`src/rtl/fetch_pkg.sv`:
```
// fetch_pkg: bundle type, NOP constant and sizing helper shared by the fetch/decode queue.
`default_nettype none

package fetch_pkg;

  localparam int FETCH_DATA_W = 32;

  typedef struct packed {
    logic [FETCH_DATA_W-1:0] instr;
    logic [FETCH_DATA_W-1:0] pc;
    logic [FETCH_DATA_W-1:0] pc_plus_four;
    logic                    predict_jump;
  } fetch_bundle_t;

  localparam fetch_bundle_t NOP_BUNDLE = '0;

  function automatic int fdq_cnt_w(input int depth);
    return $clog2(depth) + 1;
  endfunction

endpackage

`default_nettype wire

```
`src/rtl/fdq_ptr_ctrl.sv`:
```
// fdq_ptr_ctrl: head/tail/count registers of the fetch-decode queue with push, pop and flush.
`default_nettype none

module fdq_ptr_ctrl #(
  parameter int DEPTH = 4,
  parameter int PTR_W = $clog2(DEPTH),
  parameter int CNT_W = PTR_W + 1
) (
  input  logic             clk_i,
  input  logic             rst_i,
  input  logic             clr_i,
  input  logic             push_req_i,
  input  logic             pop_req_i,
  output logic [PTR_W-1:0] head_o,
  output logic [PTR_W-1:0] tail_o,
  output logic             push_o,
  output logic             in_ready_o,
  output logic             eff_o,
  output logic [CNT_W-1:0] count_o
);

  logic [PTR_W-1:0] head_q, head_d;
  logic [PTR_W-1:0] tail_q, tail_d;
  logic [CNT_W-1:0] count_q, count_d;
  logic             push, pop;

  // Handshake flags come only from the registered count, so a same-cycle pop
  // never opens a slot for a push while full.
  assign in_ready_o = (count_q != CNT_W'(DEPTH));
  assign eff_o      = (count_q != '0);
  assign push       = push_req_i & in_ready_o & ~clr_i;
  assign pop        = pop_req_i & eff_o & ~clr_i;

  always_comb begin
    head_d  = head_q;
    tail_d  = tail_q;
    count_d = count_q;
    if (clr_i) begin
      head_d  = '0;
      tail_d  = '0;
      count_d = '0;
    end else begin
      if (push) tail_d = tail_q + PTR_W'(1);
      if (pop)  head_d = head_q + PTR_W'(1);
      count_d = count_q + CNT_W'(push) - CNT_W'(pop);
    end
  end

  always_ff @(posedge clk_i or posedge rst_i) begin
    if (rst_i) begin
      head_q  <= '0;
      tail_q  <= '0;
      count_q <= '0;
    end else begin
      head_q  <= head_d;
      tail_q  <= tail_d;
      count_q <= count_d;
    end
  end

  assign head_o  = head_q;
  assign tail_o  = tail_q;
  assign push_o  = push;
  assign count_o = count_q;

endmodule

`default_nettype wire

```
`src/rtl/fetch_decode_queue.sv`:
```
// fetch_decode_queue: DEPTH-entry circular buffer of fetched bundles between fetch and decode.
`default_nettype none

module fetch_decode_queue
  import fetch_pkg::*;
#(
  parameter int DEPTH  = 4,
  parameter int DATA_W = FETCH_DATA_W
) (
  input  logic                     CLK,
  input  logic                     RST,
  input  logic                     CLR,
  input  logic                     In_Valid,
  output logic                     In_Ready,
  input  logic [DATA_W-1:0]        Instr,
  input  logic [DATA_W-1:0]        PC,
  input  logic [DATA_W-1:0]        PC_plus_four,
  input  logic                     PredictJump,
  output logic                     Eff,
  input  logic                     Out_Ready,
  output logic [DATA_W-1:0]        Instr_Out,
  output logic [DATA_W-1:0]        PC_Out,
  output logic [DATA_W-1:0]        PC_plus_four_Out,
  output logic                     PredictJump_Out,
  output logic [$clog2(DEPTH):0]   Count
);

  localparam int PTR_W = $clog2(DEPTH);
  localparam int CNT_W = fdq_cnt_w(DEPTH);

  typedef struct packed {
    logic [DATA_W-1:0] instr;
    logic [DATA_W-1:0] pc;
    logic [DATA_W-1:0] pc_plus_four;
    logic              predict_jump;
  } bundle_t;

  bundle_t          mem_q [DEPTH];
  bundle_t          in_bundle;
  bundle_t          head_bundle;
  logic [PTR_W-1:0] head, tail;
  logic             push;

  fdq_ptr_ctrl #(
    .DEPTH (DEPTH),
    .PTR_W (PTR_W),
    .CNT_W (CNT_W)
  ) u_ptr_ctrl (
    .clk_i      (CLK),
    .rst_i      (RST),
    .clr_i      (CLR),
    .push_req_i (In_Valid),
    .pop_req_i  (Out_Ready),
    .head_o     (head),
    .tail_o     (tail),
    .push_o     (push),
    .in_ready_o (In_Ready),
    .eff_o      (Eff),
    .count_o    (Count)
  );

  assign in_bundle = '{instr: Instr, pc: PC, pc_plus_four: PC_plus_four,
                       predict_jump: PredictJump};

  // Storage is never reset or cleared; occupancy alone decides what is visible.
  always_ff @(posedge CLK) begin
    if (push) mem_q[tail] <= in_bundle;
  end

  // An empty queue shows an all-zero bundle so decode executes a NOP bubble.
  assign head_bundle      = Eff ? mem_q[head] : '0;
  assign Instr_Out        = head_bundle.instr;
  assign PC_Out           = head_bundle.pc;
  assign PC_plus_four_Out = head_bundle.pc_plus_four;
  assign PredictJump_Out  = head_bundle.predict_jump;

endmodule

`default_nettype wire

```
`config.mk`:
```
export PLATFORM = sky130hd
export DESIGN_NAME = fetch_decode_queue
export DESIGN_NICKNAME = d
export VERILOG_FILES = /design/src/rtl/fetch_pkg.sv /design/src/rtl/fdq_ptr_ctrl.sv /design/src/rtl/fetch_decode_queue.sv
export SDC_FILE = /design/constraint.sdc
export NUM_CORES = 1
export LEC_CHECK = 0
export ABC_AREA = 0
export CORE_AREA = 2 2 156 173
export DETAILED_ROUTE_END_ITERATION = 7
export DIE_AREA = 0 0 158 175
export GPL_TIMING_DRIVEN = 0
export PLACE_DENSITY = 0.86
export SYNTH_ARGS = -nofsm -noshare
export SYNTH_HDL_FRONTEND = slang
export SYNTH_SLANG_ARGS = --single-unit
```
`constraint.sdc`:
```
create_clock -name CLK -period 7 [get_ports CLK]
set_input_delay 1.4 -clock CLK [delete_from_list [all_inputs] [get_ports CLK]]
set_output_delay 1.4 -clock CLK [all_outputs]
set_load 0.02 [all_outputs]
```
# Word-level counts from Yosys, hierarchy flattened
# Memory sizes are Yosys's and may differ from the RTL's.
# Cells that the tools add are included.
[totals]
reg_bits = 7
ramBits = 388
in_bits = 102
out_inout_bits = 102
wordCells = 25
n_memories = 1
[op_classes]
add_sub_neg = 4
n_eq_ne = 1
mux = 8
bitwise_logic = 5
reduce_logical = 3
[mem_list]
columns = ["memory", "words", "width", "rd", "rd_clocked_by_memory_dff", "write_ports", "line", "rtl"]
rows = [
  ["mem_q", 4, 97, 1, 0, 1, "fetch_decode_queue.sv:38", "bundle_t mem_q [DEPTH];"],
]
[op_table]
columns = ["operator", "count"]
rows = [
  ["97-bit two-way mux", 1],
  ["2-bit two-way mux", 4],
  ["2-bit by 1-bit adder with 2-bit output, second input constant", 2],
  ["1-bit AND", 4],
  ["2-bit nonzero test", 2],
  ["3-bit by 1-bit adder with 3-bit output", 1],
  ["3-bit two-way mux", 1],
  ["3-bit inequality test, second input constant", 1],
  ["3-bit nonzero test", 1],
  ["3-bit by 1-bit subtractor with 3-bit output", 1],
  ["1-bit two-way mux", 2],
  ["1-bit NOT", 1],
]

# Depth between registers and ports, before layout
[logic_depth]
word_depth = 6
ltp_mapped = 10
depth_no_buf = 10

# Hierarchy
# A second synthesis with hierarchy kept.
[unflattened]
cells_unflattened = 768
area_unflattened_um2 = 15079.5
[by_module_without_submodules]
columns = ["module", "n_inst", "cells_per_inst", "area_each_um2"]
rows = [
  ["fetch_decode_queue", 1, 729, 14679.1],
  ["fdq_ptr_ctrl", 1, 39, 400.4],
]

# Worst setup path before layout
# No wires, ideal clock.
[synth_timing]
path_kind = "in2reg"
from = "input CLR"
to = "memory mem_q[0][0] (netlist bit), enable pin"
arrival_ns = 4.068
t_required_ns = 6.533
setup_slack_ns = 2.466
cell_stages = 2
n_path_buf = 0
path_cell_list = "a211oi_1 -> and2_1"
[synth_via]
elab_chain_cells = 4
[synth_lines]
columns = ["element", "line", "rtl"]
rows = [
  ["start, declared", "fetch_decode_queue.sv:12", "input logic CLR,"],
  ["1-bit NOT", "fdq_ptr_ctrl.sv:31", "assign push = push_req_i & in_ready_o & ~clr_i;"],
  ["1-bit AND", "fdq_ptr_ctrl.sv:31", ""],
  ["1-bit two-way mux", "fetch_decode_queue.sv:67", "if (push) mem_q[tail] <= in_bundle;"],
  ["1-bit two-way mux (not written as such)", "fetch_decode_queue.sv:67", ""],
  ["end, declared", "fetch_decode_queue.sv:38", ""],
]
# Every way passes these cells.

# Worst setup path after layout
[layout_timing]
from = "register u_ptr_ctrl.count_q[1] (netlist: u_ptr_ctrl.count_o[1])"
to = "output Instr_Out[19]"
[layout_via]
elab_chain_cells = 2
[layout_lines]
columns = ["element", "line", "rtl"]
rows = [
  ["start, declared", "fdq_ptr_ctrl.sv:24", "logic [CNT_W-1:0] count_q, count_d;"],
  ["start signal, assigned", "fdq_ptr_ctrl.sv:57", "count_q <= count_d;"],
  ["3-bit nonzero test", "fdq_ptr_ctrl.sv:30", "assign eff_o = (count_q != '0);"],
  ["97-bit two-way mux", "fetch_decode_queue.sv:71", "assign head_bundle = Eff ? mem_q[head] : '0;"],
  ["end, declared", "fetch_decode_queue.sv:21", "output logic [DATA_W-1:0] Instr_Out,"],
]
# Every way passes these cells.

==> metrics.yaml <==
clocking:
  cts-resized-gates: 0
  clk_pin_slew_worst_paths_ns: 0.06
  h-tree-depth: 2
  postCtsSetupBuffers: 0
  holdBufCountCts: 0
  clk_path_buf_depth: 3
  cts_root_buf: "clkbuf_16"
  cts.sinks: 395
  insertion_delay_ns: 0.51
  cts_inserted_buffers: 38
  cts_tree: "done"
pwr:
  ir_worst_vdd_mv: 0.2446
  cell_internal_pwr_uw: 4988
  switchingPower_uw: 1985
  p_seq_frac: 0.400
  power_density_mw_per_mm2: 369.1
  p_clk_frac: 0.281
  p_leak_uw: 0.006053
  swShare: 0.2846
  p_comb_frac: 0.319
finish:
  drive_gt1_frac: 0.1849
  layout_commonest_cell: "edfxtp_1"
  syn_to_final_growth_pct: 25.22
  layout_common_cells: "edfxtp_1 (388), clkdlybuf4s50_1 (203), and2_1 (98), mux4_2 (97), clkbuf_16 (41)"
  antenna_cells: 0
  ff_latch_area_mm2: 0.01183
  fin_util: 0.7291
  multiInputGateArea_mm2: 0.003068
  nFillCells: 1557
  final_nets: 1022
min_path:
  worstHoldPathType: "register to register"
  min_to: "u_ptr_ctrl.tail_o[1]"
  hold_depth: 2
  hold_start: "u_ptr_ctrl.tail_o[1]"
floorplanning:
  start_util: 0.5823
  die_area_mm2: 0.02765
  ios: 204
  core_mm2: 0.02591
  die_h_um: 175
  die_width_um: 158
  num_rows: 62
drt:
  drt-wirelength-per-cell_um: 23.05
  vias: 7366
  ant_nets: 0
  route.detailed.drc: 0
  via_per_inst: 5.697
  firstDrtPassIters: 4
  detailedRoute.firstIterationViolations: 421
  drt_wl_total_um: 29800
setup_path:
  path_cells: "or3_1 -> buf_2 -> clkbuf_2 -> clkbuf_1 -> and2_1 -> clkdlybuf4s50_1"
  crit_path_max_incr_delay_ns: 0.62
  crit_path_end_kind: "output port"
  cp_data_required_time_ns: 5.60
  r2r-start: "u_ptr_ctrl.count_o[1]"
  startpoint_type: "register"
  rr_worst_depth: 4
  crit_type: "register to output port"
  r2r_slack_ns: 4.19
  cp_max_fo: 10
  worstReg2RegEnd: "mem_q[1][87]"
  slowest_stage: "clkdlybuf4s50_1"
  cp.arrival_ns: 2.96
  startpoint: "u_ptr_ctrl.count_o[1]"
global_route:
  grt_max_degree: 56
  antenna_found_initial: 0
  overflow: 0
  gr-usage-all-layers: 0.2198
  grt_pass1_vias: 8008
  grt_pass1_wl_um: 45260
timing:
  timing.fmax_mhz: 229.3
  worstMarginPinSlew_ns: 0.7730
  finalCriticalPeriod_ns: 4.362
  finalSetupViolations: 0
  hold_violations: 0
  slew_headroom: 0.4815
  setup_tns_ns: 0
  timing.final.max_slew_violations: 0
  rsz0062_at_grt: "no"
  fin_skew_ns: 0.01193
  finalCritPeriodShare: 0.6231
synthesis:
  synth_adder_area_share: 0.006303
  synth_mux_area_frac: 0.1462
  ys_warn_count: 0
  synth_xor_area_frac: 0.001742
  synth_area_mm2: 0.01509
  synth_seq_area_share: 0.7839
  synth-compound-area-share: 0.001907
  synth-simple-area-share: 0.04653
  yosys.area.top_type: "edfxtp_1"
  ys_types: 25
  synth_top_family_by_area: "multiplexers"
  synthTopCellsByArea: "edfxtp_1 (77%), mux4_2 (14%), and2_1 (4.2%)"
  syn_avg_cell_area_um2: 22.69
  yosysTopAreaCellShare: 0.7723
  syn-num-nets: 774
  synth_cells: 665
  ys_seq_elements: 395
placed_design:
  portBuffers: 203
  gp_congestion: 0.7597
  dp_hpwl_um: 18220
job:
  drv_cap: 0
status:
  status: "completed"
==> layout make-up <==
class,instances,share of cell area
Multi-Input combinational cell,229,0.1624
Tap cell,352,0.02331
Buffer,34,0.009338
Clock buffer,54,0.05742
Timing Repair Buffer,208,0.1140
Clock inverter,14,0.006093
Sequential cell,395,0.6260
Inverter,7,0.001391
==> through the flow <==
stage	total power (µW)	hold slack, ns	setup WS (ns)	area, µm²	cells
floorplan	4115	0.5553	2.466	15090	665
global placement	5057	0.5708	0.1154	17560	1220
detailed placement	5082	0.6150	2.938	17690	1225
CTS	7050	0.6172	2.578	18890	1293
global route	7253	0.6426	2.473	18890	1293
finish	6973	0.6197	2.638	18890	1293
==> routing by layer <==
metal	track usage	vias to the layer above	routed length [µm]
met3	0.05060	46	1973
met2	0.3754	260	15270
met4	0.05405	0	570
li1	-	3209	-
met5	0	-	0
met1	0.2900	3851	11990
==> cells by family after synthesis <==
logic type,Yosys count
XOR/XNOR,3
AO/OA/AOI/OAI,4
multiplexers,99
adder cells (fa/ha/maj),7
flip-flops,395
buffers and inverters,41
AND/OR/NAND/NOR,116
==> cells in the mapped netlist <==
cell type	instances
or3_1	1
dfrtp_1	7
clkbuf_2	1
a211oi_1	1
ha_1	6
nor2_1	8
a21oi_1	1
mux2_2	1
o31ai_1	1
buf_6	2
nor3_1	1
buf_12	1
o311ai_0	1
fa_1	1
nor2b_1	1
buf_2	13
clkbuf_1	17
xor2_1	3
mux4_2	97
edfxtp_1	388
inv_1	7
and2_1	102
mux2i_1	1
nand2_1	1
nand2b_1	2
==> how the worst max path moves through the flow <==
stage | end | slack [ns]
global placement | mem_q[1][59] | 0.12
detailed placement | mem_q[2][69] | 2.94
finish | Instr_Out[19] | 2.64
global route | Instr_Out[19] | 2.47
floorplan | mem_q[0][0] | 2.47
CTS | Instr_Out[19] | 2.58
==> sequential cells by signal (all words and copies together) (netlist names) <==
register            count
u_ptr_ctrl.head_o       2
u_ptr_ctrl.count_o      3
u_ptr_ctrl.tail_o       2
mem_q                 388
==> power groups by stage <==
| stage | sequential, µW | clock [µW] | combinational (µW) |
|---|---|---|---|
| 2_1_floorplan | 2840 | 0 | 1270 |
| 3_3_place_gp | 2850 | 0 | 2210 |
| 3_5_place_dp | 2840 | 0 | 2240 |
| 4_1_cts | 2790 | 2000 | 2260 |
| 5_1_grt | 2800 | 2080 | 2370 |
| 6_report | 2790 | 1960 | 2220 |
==> critical path: cells and delay by family (launching register included) <==
family        cells  cell delay, ns
simple gates      2            0.37
flops             1            0.48
buf+inv           4            1.60
(Power assumes the default switching activity.)
